--- config.mk ---
export PLATFORM = sky130hd
export DESIGN_NAME = uart_ram_loader
export DESIGN_NICKNAME = d
export VERILOG_FILES = /design/src/rtl/uart_ram_loader.sv
export SDC_FILE = /design/constraint.sdc
export NUM_CORES = 1
export LEC_CHECK = 0
export BUFFER_PORTS_ARGS = -buffer_cell sky130_fd_sc_hd__buf_4
export CAP_MARGIN = 20
export CELL_PAD_IN_SITES_DETAIL_PLACEMENT = 1
export CELL_PAD_IN_SITES_GLOBAL_PLACEMENT = 1
export CORE_MARGIN = 5
export CORE_UTILIZATION = 44
export CTS_BUF_LIST = sky130_fd_sc_hd__clkbuf_8
export DETAILED_ROUTE_END_ITERATION = 7
export HOLD_SLACK_MARGIN = 0.06
export PLACE_DENSITY_LB_ADDON = 0.12
export SLEW_MARGIN = 20
export SYNTH_ARGS = -nofsm -noshare
export SYNTH_HDL_FRONTEND = slang
export SYNTH_SLANG_ARGS = --single-unit
--- constraint.sdc ---
create_clock -name clk -period 2.8 [get_ports clk]
set_clock_uncertainty 0.05 [all_clocks]
set_input_delay 0.56 -clock clk [delete_from_list [all_inputs] [get_ports clk]]
set_output_delay 0.56 -clock clk [all_outputs]
set_load 0.01 [all_outputs]
--- src/rtl/uart_ram_loader.sv ---
`default_nettype none
// +----------------------------------------------------------------------------+
// | uart_ram_loader: 8N1 UART receiver that packs bytes into RAM write words.  |
// | Revision: 1.0                                                              |
// +----------------------------------------------------------------------------+
module uart_ram_loader #(
    parameter int CLKS_PER_BIT = 868,
    parameter int WORD_BYTES   = 4,
    parameter int ADDR_WIDTH   = 12,
    parameter int BIG_ENDIAN   = 1,
    parameter int TIMEOUT_CLKS = 0
) (
    input  logic                    clk,
    input  logic                    reset,
    input  logic                    serialIn,
    input  logic                    setAddr,
    input  logic [ADDR_WIDTH-1:0]   startAddr,
    output logic                    writeEnable,
    output logic [ADDR_WIDTH-1:0]   writeAddr,
    output logic [8*WORD_BYTES-1:0] writeData,
    output logic [7:0]              lastByte,
    output logic                    byteValid,
    output logic                    err,
    output logic                    busy
);

    localparam int c_word_w = 8 * WORD_BYTES;
    localparam int c_cnt_w  = $clog2(CLKS_PER_BIT);
    localparam int c_idx_w  = (WORD_BYTES > 1) ? $clog2(WORD_BYTES) : 1;
    localparam int c_to_w   = (TIMEOUT_CLKS > 0) ? $clog2(TIMEOUT_CLKS + 1) : 1;

    localparam logic [c_cnt_w-1:0] c_half_last = c_cnt_w'(CLKS_PER_BIT / 2 - 1);
    localparam logic [c_cnt_w-1:0] c_bit_last  = c_cnt_w'(CLKS_PER_BIT - 1);
    localparam logic [c_idx_w-1:0] c_idx_last  = c_idx_w'(WORD_BYTES - 1);
    localparam logic [c_to_w-1:0]  c_to_last   = c_to_w'(TIMEOUT_CLKS);

    typedef enum logic [1:0] {
        S_IDLE  = 2'd0,
        S_START = 2'd1,
        S_DATA  = 2'd2,
        S_STOP  = 2'd3
    } state_t;

    state_t               state_q, state_d;
    logic                 sync1_q, sync2_q;
    logic [c_cnt_w-1:0]   cnt_q, cnt_d;
    logic [2:0]           bitcnt_q, bitcnt_d;
    logic [7:0]           rxsh_q, rxsh_d;
    logic [c_idx_w-1:0]   idx_q, idx_d;
    logic [c_word_w-1:0]  word_q, word_d;
    logic [ADDR_WIDTH-1:0] addr_q, addr_d;
    logic [c_to_w-1:0]    idle_q, idle_d;
    logic                 we_q, we_d;
    logic [ADDR_WIDTH-1:0] waddr_q, waddr_d;
    logic [c_word_w-1:0]  wdata_q, wdata_d;
    logic [7:0]           last_q;
    logic                 bv_q;
    logic                 err_q, err_d;

    logic                 w_accept;
    logic                 w_frame_err;
    logic                 w_flush;
    logic [c_idx_w-1:0]   w_slot;
    logic [c_word_w-1:0]  w_ins;

    // Receive FSM: all bit timing is relative to the synchronized line.
    always_comb begin
        state_d     = state_q;
        cnt_d       = cnt_q;
        bitcnt_d    = bitcnt_q;
        rxsh_d      = rxsh_q;
        w_accept    = 1'b0;
        w_frame_err = 1'b0;
        case (state_q)
            S_IDLE: begin
                if (!sync2_q) begin
                    state_d  = S_START;
                    cnt_d    = '0;
                    bitcnt_d = '0;
                end
            end
            S_START: begin
                if (cnt_q == c_half_last) begin
                    cnt_d   = '0;
                    state_d = sync2_q ? S_IDLE : S_DATA;
                end else begin
                    cnt_d = cnt_q + 1'b1;
                end
            end
            S_DATA: begin
                if (cnt_q == c_bit_last) begin
                    cnt_d    = '0;
                    rxsh_d   = {sync2_q, rxsh_q[7:1]};
                    bitcnt_d = bitcnt_q + 1'b1;
                    if (bitcnt_q == 3'd7) begin
                        state_d = S_STOP;
                    end
                end else begin
                    cnt_d = cnt_q + 1'b1;
                end
            end
            S_STOP: begin
                if (cnt_q == c_bit_last) begin
                    cnt_d       = '0;
                    state_d     = S_IDLE;
                    w_accept    = sync2_q;
                    w_frame_err = !sync2_q;
                end else begin
                    cnt_d = cnt_q + 1'b1;
                end
            end
            default: state_d = S_IDLE;
        endcase
    end

    assign w_slot  = (BIG_ENDIAN != 0) ? (c_idx_last - idx_q) : idx_q;
    assign w_ins   = word_q | (c_word_w'(rxsh_q) << {w_slot, 3'b000});
    // An accepted byte restarts the idle window, so it beats a coincident flush.
    assign w_flush = (TIMEOUT_CLKS != 0) && (idx_q != '0) && (idle_q == c_to_last) && !w_accept;

    always_comb begin
        idx_d   = idx_q;
        word_d  = word_q;
        addr_d  = addr_q;
        idle_d  = idle_q;
        we_d    = 1'b0;
        waddr_d = waddr_q;
        wdata_d = wdata_q;
        err_d   = err_q | w_frame_err;
        if (setAddr) begin
            addr_d = startAddr;
            idx_d  = '0;
            word_d = '0;
            idle_d = '0;
            err_d  = 1'b0;
        end else if (w_accept) begin
            idle_d = '0;
            if (idx_q == c_idx_last) begin
                we_d    = 1'b1;
                waddr_d = addr_q;
                wdata_d = w_ins;
                addr_d  = addr_q + 1'b1;
                idx_d   = '0;
                word_d  = '0;
            end else begin
                idx_d  = idx_q + 1'b1;
                word_d = w_ins;
            end
        end else if (w_flush) begin
            we_d    = 1'b1;
            waddr_d = addr_q;
            wdata_d = word_q;
            addr_d  = addr_q + 1'b1;
            idx_d   = '0;
            word_d  = '0;
            idle_d  = '0;
        end else if ((TIMEOUT_CLKS != 0) && (idx_q != '0)) begin
            idle_d = idle_q + 1'b1;
        end
    end

    always_ff @(posedge clk) begin
        if (reset) begin
            sync1_q  <= 1'b1;
            sync2_q  <= 1'b1;
            state_q  <= S_IDLE;
            cnt_q    <= '0;
            bitcnt_q <= '0;
            rxsh_q   <= '0;
            idx_q    <= '0;
            word_q   <= '0;
            addr_q   <= '0;
            idle_q   <= '0;
            we_q     <= 1'b0;
            waddr_q  <= '0;
            wdata_q  <= '0;
            last_q   <= '0;
            bv_q     <= 1'b0;
            err_q    <= 1'b0;
        end else begin
            sync1_q  <= serialIn;
            sync2_q  <= sync1_q;
            state_q  <= state_d;
            cnt_q    <= cnt_d;
            bitcnt_q <= bitcnt_d;
            rxsh_q   <= rxsh_d;
            idx_q    <= idx_d;
            word_q   <= word_d;
            addr_q   <= addr_d;
            idle_q   <= idle_d;
            we_q     <= we_d;
            waddr_q  <= waddr_d;
            wdata_q  <= wdata_d;
            bv_q     <= w_accept;
            if (w_accept) begin
                last_q <= rxsh_q;
            end
            err_q    <= err_d;
        end
    end

    assign writeEnable = we_q;
    assign writeAddr   = waddr_q;
    assign writeData   = wdata_q;
    assign lastByte    = last_q;
    assign byteValid   = bv_q;
    assign err         = err_q;
    assign busy        = (state_q != S_IDLE);

endmodule
`default_nettype wire

==> reports/qor.txt <==
Outcome - completed
Synth Instances - 624
Cts repair resizes - 0
Count leader, synth - dfxtp_1
Sw frac - 0.224
Post-Syn Nets - 646
CTS root buf - clkbuf_8
Total gr overflow - 0
Setup TNS - 0 ns
Fillers - 1407
NetSw - 758 uW
Register area - 2520 um2
CTS Sinks - 126
DRC errors left - 0
Critical Path AT - 2.70 ns
Routed via count - 4929
Clk buf depth - 2
Slew @ Worst Pin - 0.620 ns
Synthesized area - 5270 um2
First-pass DRT Iterations - 4
Share of the synthesized area in the top cell type - 0.479
Layout Area Growth over Synthesis - 18.8%
Max-slew headroom - 0.585
Ports - 72
Core Footprint - 11900 um2
Post-route cell area - 6260 um2
Max VDD drop - 0.272 mV
Combinational cell fraction of total power - 0.032
Worst hold slack - 0.261 ns
Largest net degree at the start of global routing - 55
Initial core utilization - 0.444
CP Class - reg -> reg
Die area - 14300 um2
Clk pwr share - 0.429
Layout cells sized above 1 - 0.185
PwrDens - 541 nW/um2
Nets@finish - 692
Placer's final routability congestion estimate - 0.795
Synthesized area per cell - 8.45 um2
Top cells by area, synth - dfxtp_1 48%, a21oi_1 9.4%, a31oi_1 4.2%, nor2_1 3.7%, a211oi_1 3.6%
CTS tree - built
Diodes inserted - 0
Critical Path Start Type - flip-flop
Flop pwr share - 0.539
Async SR Flop Fraction - 0
Hpwl dp - 9760 um
Wirelength per Cell - 18.0 um
RSZ-0062 raised after global routing - no
# setup viols final - 0
Max cap viols - 0
GRT Total Usage - 0.214
Clk slew on worst S/H paths - 0.07 ns
Die outline width - 119 um
Synth cell count leaders - 126 x dfxtp_1, 99 x a21oi_1, 52 x nor2_1
IO buf count - 71
Final Max Slew Viols - 0
Unique masters post-synth - 49
Largest area contributor in the netlist - dfxtp_1
Area of the multi-input gates - 2470 um2
Yosys reg bits - 126
Die Y-Extent - 119 um
Syn. warnings - 0
First-pass GRT wire length - 24900 um
DRT Wirelength - 14900 um
Rows - 40
Vias in the first global route - 4981
CP required - 3.09 ns
Hold Vio Cnt, Final - 0
Internal power - 2630 uW
Worst-skew pair later-pin latency - 0.43 ns
Max Freq - 0.415 GHz
Final Util - 0.528
H-tree depth - 4
Top FF cell, synth - dfxtp_1
Crit path time final - 2.41 ns
Post-DP Area - 5900 um2
Lkg Pwr - 0.00217 uW
Post-CTS Setup Inserts - 0
Hold_buf cts - 0
Critical Path End Type - flip-flop
Post-synth EDFFs - 0
Num CTS Buffers - 17
Post-DRT Antenna Nets - 0
Via/cell ratio - 5.95
Worst-path fanout max - 24
Fin crit share - 0.861
Initial antenna violation count - 0
HP Class - in -> reg
First-iteration detailed-routing DRC count - 366
Sequential-to-total area share from yosys stat - 0.479
==> cell usage in the layout (no fill, tap or decap), types with 7 or more instances in the layout <==
cell,instances
dfxtp_1,126
a21oi_1,99
buf_4,86
nor2_1,51
nand2_1,38
a31oi_1,35
nand3_1,30
a211oi_1,25
o21ai_0,25
clkbuf_8,18
nor4_1,15
nor3_1,15
inv_1,14
a311oi_1,9
o22ai_1,8
or3_1,7
==> flip-flops by register name, indices dropped and copies added, names as in the netlist, 3 cells and up, named ones only <==
register   flops
writeData     32
lastByte       8
word_q        32
cnt_q         10
rxsh_q         8
writeAddr     12
addr_q        12
bitcnt_q       3
==> critical path: stages (launching register included) <==
cell      delay (ns)
dfxtp_1         0.42
ha_1            0.31
and4bb_4        0.32
nand4_4         0.34
or4_1           0.60
a311oi_1        0.27
==> stage by stage <==
| step | power [uW] | worst slack [ns] | instances |
|---|---|---|---|
| final | 3390 | 0.389 | 828 |
| after global routing | 3530 | 0.246 | 828 |
| after global placement | 1970 | 0.494 | 798 |
| after CTS | 3430 | 0.385 | 828 |
| after floorplan | 1920 | 0.839 | 624 |
| after detailed placement | 1970 | 0.409 | 798 |
==> layer usage <==
| metal | global-route usage | routed length (um) |
|---|---|---|
| met2 | 0.346 | 7210 |
| met3 | 0.0551 | 704 |
| met1 | 0.274 | 6780 |
| met4 | 0.0780 | 226 |
| met5 | 0 | 0 |
==> power by group through the flow <==
stage	sequential, uW	clock (uW)	combinational (uW)
after floorplan	1860	0	65.6
after global placement	1870	0	104
after detailed placement	1870	0	108
after CTS	1830	1500	108
after global routing	1830	1580	118
final	1830	1450	107
==> path summary, 6_finish.rpt <==
kind | from | to | slack, ns | cells after the start
max reg2reg | cnt_q[0] | addr_q[11] | 0.39 | 5
min reg2reg | sync1_q | sync2_q | 0.37 | 1
max | cnt_q[0] | addr_q[11] | 0.39 | 5
min | serialIn | sync1_q | 0.26 | 2
==> final cells by class <==
class / instances / share of cell area
clock buffer: 18 / 0.0396
timing repair buffer: 88 / 0.110
tap: 147 / 0.0294
inverter: 10 / 0.00600
clock inverter: 12 / 0.0172
sequential: 126 / 0.403
multi-input combinational: 427 / 0.395
==> cells by family after synthesis <==
logic type,synth area share
adder cells (fa/ha/maj),0.0142
AND/OR/NAND/NOR,0.199
AO/OA/AOI/OAI,0.251
multiplexers,0.00190
flip-flops,0.479
buffers and inverters,0.0532
XOR/XNOR,0.00166
Note: power is estimated with default switching activity, not from simulation.
